**config.mk**
```make
export PLATFORM = sky130hd
export DESIGN_NAME = spram_arbiter
export DESIGN_NICKNAME = d
export VERILOG_FILES = /design/src/rtl/soc_pkg.sv /design/src/rtl/rr_pick2.sv /design/src/rtl/spram_arbiter.sv
export SDC_FILE = /design/constraint.sdc
export NUM_CORES = 1
export LEC_CHECK = 0
export CAP_MARGIN = 20
export CORE_AREA = 2 2 105 107
export CTS_BUF_LIST = sky130_fd_sc_hd__clkbuf_4
export DETAILED_ROUTE_END_ITERATION = 16
export DIE_AREA = 0 0 107 109
export PLACE_DENSITY = 0.75
export SYNTH_ARGS = -nofsm -noshare
export SYNTH_HDL_FRONTEND = slang
export SYNTH_SLANG_ARGS = --single-unit
```
**constraint.sdc**
```tcl
create_clock -name clk -period 5.1 [get_ports clk]
set_clock_uncertainty 0.2 [all_clocks]
set_input_delay 1.53 -clock clk [delete_from_list [all_inputs] [get_ports clk]]
set_output_delay 1.53 -clock clk [all_outputs]
set_load 0.05 [all_outputs]
```
**src/rtl/soc_pkg.sv**
```systemverilog
// ---------------------------------------------------------------------------
// soc_pkg
//   Shared definitions for the SoC memory subsystem.
//   SPRAM_ADDR_W / SPRAM_DATA_W : geometry of the 128KB single-port SPRAM
//                                 (byte address width, data word width).
//   arb_state_e                 : sequencer states of the SPRAM arbiter.
// ---------------------------------------------------------------------------
package soc_pkg;

  localparam int SPRAM_ADDR_W = 17;
  localparam int SPRAM_DATA_W = 32;

  // Encoding 2'd3 is unused; the arbiter recovers from it to ST_IDLE.
  typedef enum logic [1:0] {
    ST_IDLE  = 2'd0,
    ST_ISSUE = 2'd1,
    ST_RESP  = 2'd2
  } arb_state_e;

endpackage

```
**src/rtl/rr_pick2.sv**
```systemverilog
// ---------------------------------------------------------------------------
// rr_pick2
//   Combinational two-way winner selection.
//   Ports:
//     valid[1:0] in  : request lines of port 0 / port 1
//     ptr        in  : round-robin pointer, port favoured on a tie
//     fixed      in  : 1 = port 0 always wins a tie, ptr ignored
//     gnt        out : index of the winning port (0 when nothing requests)
//     any        out : at least one request present
// ---------------------------------------------------------------------------
module rr_pick2 (
  input  logic [1:0] valid,
  input  logic       ptr,
  input  logic       fixed,
  output logic       gnt,
  output logic       any
);

  always_comb begin
    any = |valid;
    gnt = 1'b0;
    if (valid == 2'b11) begin
      // Tie: the pointer decides unless fixed priority is in force.
      gnt = fixed ? 1'b0 : ptr;
    end else if (valid == 2'b10) begin
      gnt = 1'b1;
    end
  end

endmodule

```
**src/rtl/spram_arbiter.sv**
```systemverilog
// ---------------------------------------------------------------------------
// spram_arbiter
//   Two-port arbiter and sequencer in front of the 32k x 32 single-port
//   SPRAM. Each access runs IDLE -> ISSUE -> RESP -> IDLE, one access at a
//   time. Memory-side controls are registered; read data is passed straight
//   from the SPRAM to the winning master during RESP.
//   Ports:
//     clk, resetn          : clock, asynchronous active-low reset
//     rN_valid/addr/wdat/we: request from master N (we == 0 means read)
//     rN_ready             : one-cycle completion pulse to master N
//     rN_rdat              : read data, non-zero only while rN_ready
//     mem_sel/we/addr/wdat : registered SPRAM controls
//     mem_rdat             : SPRAM read data, valid the cycle after mem_sel
//     busy                 : an access is in ISSUE or RESP
//   Parameters:
//     ADDR_W     : byte address width forwarded to the memory
//     FIXED_PRIO : 0 round-robin on a tie, 1 port 0 always wins a tie
// ---------------------------------------------------------------------------
module spram_arbiter
  import soc_pkg::*;
#(
  parameter int ADDR_W     = SPRAM_ADDR_W,
  parameter bit FIXED_PRIO = 1'b0
) (
  input  logic                    clk,
  input  logic                    resetn,

  input  logic                    r0_valid,
  input  logic [ADDR_W-1:0]       r0_addr,
  input  logic [SPRAM_DATA_W-1:0] r0_wdat,
  input  logic [3:0]              r0_we,
  output logic                    r0_ready,
  output logic [SPRAM_DATA_W-1:0] r0_rdat,

  input  logic                    r1_valid,
  input  logic [ADDR_W-1:0]       r1_addr,
  input  logic [SPRAM_DATA_W-1:0] r1_wdat,
  input  logic [3:0]              r1_we,
  output logic                    r1_ready,
  output logic [SPRAM_DATA_W-1:0] r1_rdat,

  output logic                    mem_sel,
  output logic [3:0]              mem_we,
  output logic [ADDR_W-1:0]       mem_addr,
  output logic [SPRAM_DATA_W-1:0] mem_wdat,
  input  logic [SPRAM_DATA_W-1:0] mem_rdat,

  output logic                    busy
);

  arb_state_e              state_q, state_d;
  logic                    gnt_q, gnt_d;
  logic                    rr_ptr_q, rr_ptr_d;
  logic                    mem_sel_q, mem_sel_d;
  logic [3:0]              mem_we_q, mem_we_d;
  logic [ADDR_W-1:0]       mem_addr_q, mem_addr_d;
  logic [SPRAM_DATA_W-1:0] mem_wdat_q, mem_wdat_d;

  logic pick_gnt;
  logic pick_any;

  rr_pick2 u_pick (
    .valid ({r1_valid, r0_valid}),
    .ptr   (rr_ptr_q),
    .fixed (FIXED_PRIO),
    .gnt   (pick_gnt),
    .any   (pick_any)
  );

  // Next-state and memory-control logic. mem_sel defaults low so it is only
  // ever high for the single ISSUE cycle; address and write data hold their
  // last value between accesses.
  always_comb begin
    state_d    = state_q;
    gnt_d      = gnt_q;
    rr_ptr_d   = rr_ptr_q;
    mem_sel_d  = 1'b0;
    mem_we_d   = mem_we_q;
    mem_addr_d = mem_addr_q;
    mem_wdat_d = mem_wdat_q;

    case (state_q)
      ST_IDLE: begin
        if (pick_any) begin
          state_d    = ST_ISSUE;
          gnt_d      = pick_gnt;
          mem_sel_d  = 1'b1;
          mem_we_d   = pick_gnt ? r1_we   : r0_we;
          mem_addr_d = pick_gnt ? r1_addr : r0_addr;
          mem_wdat_d = pick_gnt ? r1_wdat : r0_wdat;
        end
      end

      ST_ISSUE: begin
        state_d  = ST_RESP;
        mem_we_d = 4'b0000;
      end

      ST_RESP: begin
        // The port just served loses the next tie.
        rr_ptr_d = ~gnt_q;
        state_d  = ST_IDLE;
      end

      default: begin
        state_d    = ST_IDLE;
        gnt_d      = 1'b0;
        rr_ptr_d   = 1'b0;
        mem_we_d   = 4'b0000;
        mem_addr_d = '0;
        mem_wdat_d = '0;
      end
    endcase
  end

  // State and memory-control registers; reset abandons any access in flight.
  always_ff @(posedge clk or negedge resetn) begin
    if (!resetn) begin
      state_q    <= ST_IDLE;
      gnt_q      <= 1'b0;
      rr_ptr_q   <= 1'b0;
      mem_sel_q  <= 1'b0;
      mem_we_q   <= 4'b0000;
      mem_addr_q <= '0;
      mem_wdat_q <= '0;
    end else begin
      state_q    <= state_d;
      gnt_q      <= gnt_d;
      rr_ptr_q   <= rr_ptr_d;
      mem_sel_q  <= mem_sel_d;
      mem_we_q   <= mem_we_d;
      mem_addr_q <= mem_addr_d;
      mem_wdat_q <= mem_wdat_d;
    end
  end

  // Response side: ready and read data are decoded from the state so the
  // SPRAM output reaches the master in the same cycle it appears.
  always_comb begin
    r0_ready = (state_q == ST_RESP) && !gnt_q;
    r1_ready = (state_q == ST_RESP) &&  gnt_q;
    r0_rdat  = r0_ready ? mem_rdat : '0;
    r1_rdat  = r1_ready ? mem_rdat : '0;
    busy     = (state_q == ST_ISSUE) || (state_q == ST_RESP);
  end

  assign mem_sel  = mem_sel_q;
  assign mem_we   = mem_we_q;
  assign mem_addr = mem_addr_q;
  assign mem_wdat = mem_wdat_q;

endmodule

```
## Word-level counts from Yosys, hierarchy flattened

Index checks and enable logic that the tools add are counted.

- Shifts and indexed selects: 0
- Equality and inequality tests: 5
- $add $sub $neg: 0
- $mul: 0
- Divide/modulo/power cells: 0
- $lt $le $gt $ge: 0
- Reductions and logical operators: 10
- Mux-type cells: 20
- Bitwise logic cells: 3

Operators by type and width:

| operator | number |
|---|---|
| 32-bit 2-to-1 mux | 4 |
| 32-bit case mux with 2 select lines | 1 |
| 17-bit 2-to-1 mux | 2 |
| 17-bit case mux with 2 select lines | 1 |
| 4-bit 2-to-1 mux | 2 |
| 4-bit case mux with 2 select lines | 1 |
| 2-bit equality test (second input constant) | 3 |
| 2-bit OR reduction | 3 |
| 1-bit 2-to-1 mux | 5 |
| 1-bit case mux with 2 select lines | 2 |
| 2-bit case mux with 2 select lines | 1 |
| 2-bit AND reduction | 2 |
| 1-bit inverter | 3 |
| 2-bit by 1-bit equality test with 1-bit output (second input constant) | 1 |
| 1-bit logical AND | 2 |
| 2-bit zero test | 1 |
| 2-bit 2-to-1 mux | 1 |
| 2-bit inequality test (second input constant) | 1 |
| 1-bit zero test | 1 |
| 1-bit logical OR | 1 |

- Output and inout bits: 121
- ROM bits: 0
- Memory bits (writable): 0
- Latch bits: 0
- Register bits after elaboration: 58
- Memories: 0

## Longest topological paths before layout

- Depth after elaboration: 6
- Mapped depth: 7
- Gate-level depth less buffers: 5

## Modules after synthesis

A second synthesis with hierarchy kept.

- Cells, all modules: 283
- Area total of the unflattened synthesis: 3224.3 sq um

Modules (own cells, without submodules):

| module | instances | area an instance (sq um) | seq. area each (sq um) | cells an instance |
|---|---|---|---|---|
| spram_arbiter | 1 | 3204.3 | 1451.4 | 280 |
| rr_pick2 | 1 | 20.0 | 0.0 | 3 |

## Worst setup path after synthesis

No wires, ideal clock.

- Kind: register -> output
- From: register state_q[0]
- To: output port r0_rdat[22]
- Buffers on the path: 1
- Stages on the path, launching flop included: 6
- Slack: 1.344 ns
- Arrival time: 2.026 ns
- Path through: dfrtp_1 -> inv_1 -> ha_1 -> nor2b_1 -> clkbuf_1 -> and2_1

- Longest elaborated chain between the ends: 3

Ends and longest elaborated chain:

| what | RTL line | RTL |
|---|---|---|
| start: declaration | spram_arbiter.sv:51 | `arb_state_e state_q, state_d;` |
| start signal: assignment | spram_arbiter.sv:127 | `state_q <= state_d;` |
| 2-bit equality test | spram_arbiter.sv:140 | `r0_ready = (state_q == ST_RESP) && !gnt_q;` |
| 1-bit logical AND | spram_arbiter.sv:140 |  |
| net r0_ready | spram_arbiter.sv:32 | `output logic r0_ready,` |
| 32-bit 2-to-1 mux | spram_arbiter.sv:142 | `r0_rdat = r0_ready ? mem_rdat : '0;` |
| end: declaration | spram_arbiter.sv:33 | `output logic [SPRAM_DATA_W-1:0] r0_rdat,` |

The timed path passes the listed nets, and every way through them passes these cells.

## Final worst setup path

- From: input port mem_rdat[13]
- To: output port r1_rdat[13]

- Longest elaborated chain between the ends: 1

Ends and longest elaborated chain:

| what | RTL line | RTL |
|---|---|---|
| start: declaration | spram_arbiter.sv:46 | `input logic [SPRAM_DATA_W-1:0] mem_rdat,` |
| 32-bit 2-to-1 mux | spram_arbiter.sv:143 | `r1_rdat = r1_ready ? mem_rdat : '0;` |
| end: declaration | spram_arbiter.sv:40 | `output logic [SPRAM_DATA_W-1:0] r1_rdat,` |

No other way between the ends.

==> impl_metrics.tcl <==
set metrics [dict create \
    status "completed" \
    hp-class "flop to flop" \
    yosys.area_share.simple_pct 27.1 \
    areaGrowthSynthToFinish_pct 99.3 \
    grt_overflow 0 \
    synth_xor_area_share_pct 0 \
    cts_tree "done" \
    vias_per_cell 5.09 \
    setup_tns_ns 0 \
    drt-initial-drc-count 188 \
    slew_headroom_pct 32.9 \
    hold_viol 0 \
    yosys.area.top_type "dfrtp_1" \
    hold_path.startpoint "mem_addr[10]$_DFFE_PN0P_" \
    powerDensity_nw_per_um2 500 \
    path_cells "clkdlybuf4s50_1 -> and3_1 -> clkdlybuf4s50_1" \
    synth_compound_area_share_pct 17.3 \
    clock_power_share_pct 9.0 \
    fp.dieH_um 109 \
    post_cts_resized 0 \
    drive_gt1_share_pct 13.5 \
    clk_pin_slew_worst_paths_ns 0.09 \
    slowest_stage "clkdlybuf4s50_1" \
    layout_setup_ws_ns 0.365 \
    core-area_um2 10600 \
    fmax_mhz 211 \
    synthMuxAreaShare_pct 1.09 \
    post_cts_buffers 0 \
    syn_inst 291 \
    ys_seq_area_share_pct 46.9 \
    avgSynthCellArea_um2 10.6 \
    hold_buffers 0 \
    routabilityCongestion 0.760 \
    path_max_fanout 2 \
    p_comb_share_pct 68.4 \
    pre_cts_ws_ns 0.370 \
    die_w_um 107 \
    wl_mm 11.8 \
    crit_type "input port to primary output" \
    dp_cells 665 \
    r2r-start "state_q[0]$_DFFE_PN0P_" \
    wl_per_cell_um 17.3 \
    peakVddDrop_uv 249 \
    setup_viol 0 \
    worstSetupEndpointType "primary output" \
    num_rows 38 \
    yosys.area.top_type_share_pct 46.9 \
    cp_data_arrival_time_ns 3.01 \
    synth-seq-cells 58 \
    dieArea_um2 11700 \
    yosysUniqueCellTypes 24 \
    hold-worst-slack_ns 0.315 \
    grt_pass1_wl_mm 18.1 \
    worstSetupStartpoint "mem_rdat[13]" \
    crit_top_cell "clkdlybuf4s50_1" \
    worst_ep_required_time_ns 3.37 \
    final_nets 682 \
    yosys_warnings 0 \
    htree_levels 3 \
    p_leak_uw 0.00290 \
    first_pass_iters 4 \
    cts_buffer_depth 2 \
    ff_latch_area_um2 1450 \
    via_count 3469 \
    io_pins 263 \
    syn_area_um2 3100 \
    dp_hpwl_mm 9.01 \
    grtUsageTotal_pct 19.9 \
    synth_fp_nets 437 \
    cts_buffers 9 \
    root_buffer "clkbuf_4" \
    grt_max_degree 51 \
    start_kind "input port" \
    initial_core_util_pct 29.2 \
    synth_top_family_by_area "simple AND/OR/NAND/NOR gates" \
    multiInputGateArea_um2 1460 \
    tightest_slew_ns 1.01 \
    slew_viol_final 0 \
    antenna_found_initial 0 \
    grt_pass1_vias 3592 \
    synth_fa_ha_area_share_pct 1.62 \
    synth_area_leaders "dfrtp_1, and3_1, a221o_1, and2_1, clkbuf_1" \
    critPathMaxStageDelay_ns 0.80 \
    min_period_over_period_pct 92.8 \
    fill_cells 913 \
    internal_power_uw 1550 \
    drc 0 \
    switchingPower_uw 1540 \
    io_buffers 262 \
    fin_crit_ns 4.74 \
    final_cells 681 \
    final_antenna_net_count 0 \
    rsz0062_at_grt "no" \
    clk_latency_ns 0.40 \
    seqPwrFrac_pct 22.6 \
    diodes 0 \
    clock-sinks 58 \
    p_sw_share_pct 49.8 \
    cap_violations 0 \
]
==> critical path, delay by kind of cell <==
family | cells | cell delay (ns)
buf+inv | 2 | 1.31
simple gates | 1 | 0.17
==> routing by layer <==
layer  wire, um  vias up  global-route usage, %
li1           -     1595                      -
met1       4190     1655                   21.0
met2       6250      189                   36.7
met3       1030       30                   6.40
met4        331        0                   8.35
met5          0        -                      0
==> flip-flops by register name, summed over array words and instances, names as in the netlist <==
signal	count
mem_addr	17
state_q	2
mem_we	4
gnt_q	1
mem_wdat	32
mem_sel	1
rr_ptr_q	1
==> synthesized netlist by cell type <==
cell      count
and2b_1       1
and2_1       33
and3_1       82
nand2b_1      1
nor3b_4       1
buf_1         1
buf_6         5
nand4_1       4
ha_1          4
nor2_1        1
clkbuf_1     21
o21ai_0       4
nand3_1       8
buf_2         6
a221o_1      49
nor2b_1       2
dfrtp_1      58
a21o_1        1
mux2_2        3
o21a_1        1
buf_4         1
or2_1         1
a21boi_2      1
inv_1         2
==> kinds of logic (layout without fill, tap and decap cells) <==
family                     count (synthesis)  after routing
buffers and inverters                     36            286
muxes                                      3              3
and+or+nand+nor                          134            134
AOI/OAI and AO/OA                         56             56
adders and majority gates                  4              4
DFF                                       58             58
==> power by group through the flow <==
stage	combinational [uW]	clock [uW]	sequential (uW)
after CTS	2130	286	699
final	2110	278	699
after detailed placement	2130	0	704
after global routing	2230	312	717
after global placement	2090	0	699
after floorplan	945	0	1120
==> placed cells by master, fill, tap and decap left out <==
cell type	netlist	final
a21boi_2	1	1
inv_1	2	2
and3_1	82	81
buf_4	1	17
and2b_1	1	1
and3_2	0	1
nand2b_1	1	1
o21ai_0	4	4
clkbuf_4	0	12
dfrtp_1	58	58
clkdlybuf4s50_1	0	217
a221o_1	49	49
nor3b_4	1	1
buf_2	6	1
clkinv_2	0	3
nand4_1	4	4
nor2b_1	2	2
nand3_1	8	8
and2_1	33	33
or2_2	0	1
o21a_1	1	1
a21o_1	1	1
ha_1	4	4
mux2_2	3	3
buf_12	0	33
clkinv_1	0	1
nor2_1	1	1
==> final timing paths <==
check / end / slack [ns] / cells past startpoint
setup / recovery: r1_rdat[13] / 0.36 / 3
hold / removal: mem_addr[10]$_DFFE_PN0P_ / 0.32 / 1
setup reg to reg: mem_wdat[4]$_DFFE_PN0P_ / 2.26 / 6
hold reg to reg: mem_addr[10]$_DFFE_PN0P_ / 0.32 / 1
max in group asynchronous: mem_wdat[23]$_DFFE_PN0P_ / 2.94 / 2
min in group asynchronous: mem_wdat[11]$_DFFE_PN0P_ / 0.91 / 1
==> per-stage QoR <==
stage          total power [uW]  util (%)  cell area, um^2
2_1_floorplan              2070         -             3100
3_3_place_gp               2790      57.2             6060
3_5_place_dp               2830      57.2             6060
4_1_cts                    3110      58.2             6170
5_1_grt                    3260      58.2             6170
6_report                   3090      58.2             6170
==> cell type report <==
| type | instances | area share (%) |
|---|---|---|
| clock buffer | 12 | 1.46 |
| clock inverter | 4 | 0.304 |
| inverter | 2 | 0.122 |
| multi-input combinational | 197 | 23.7 |
| sequential | 58 | 23.5 |
| tap | 140 | 2.84 |
| timing repair buffer | 268 | 48.1 |
Note: power is estimated with default switching activity, not from simulation.
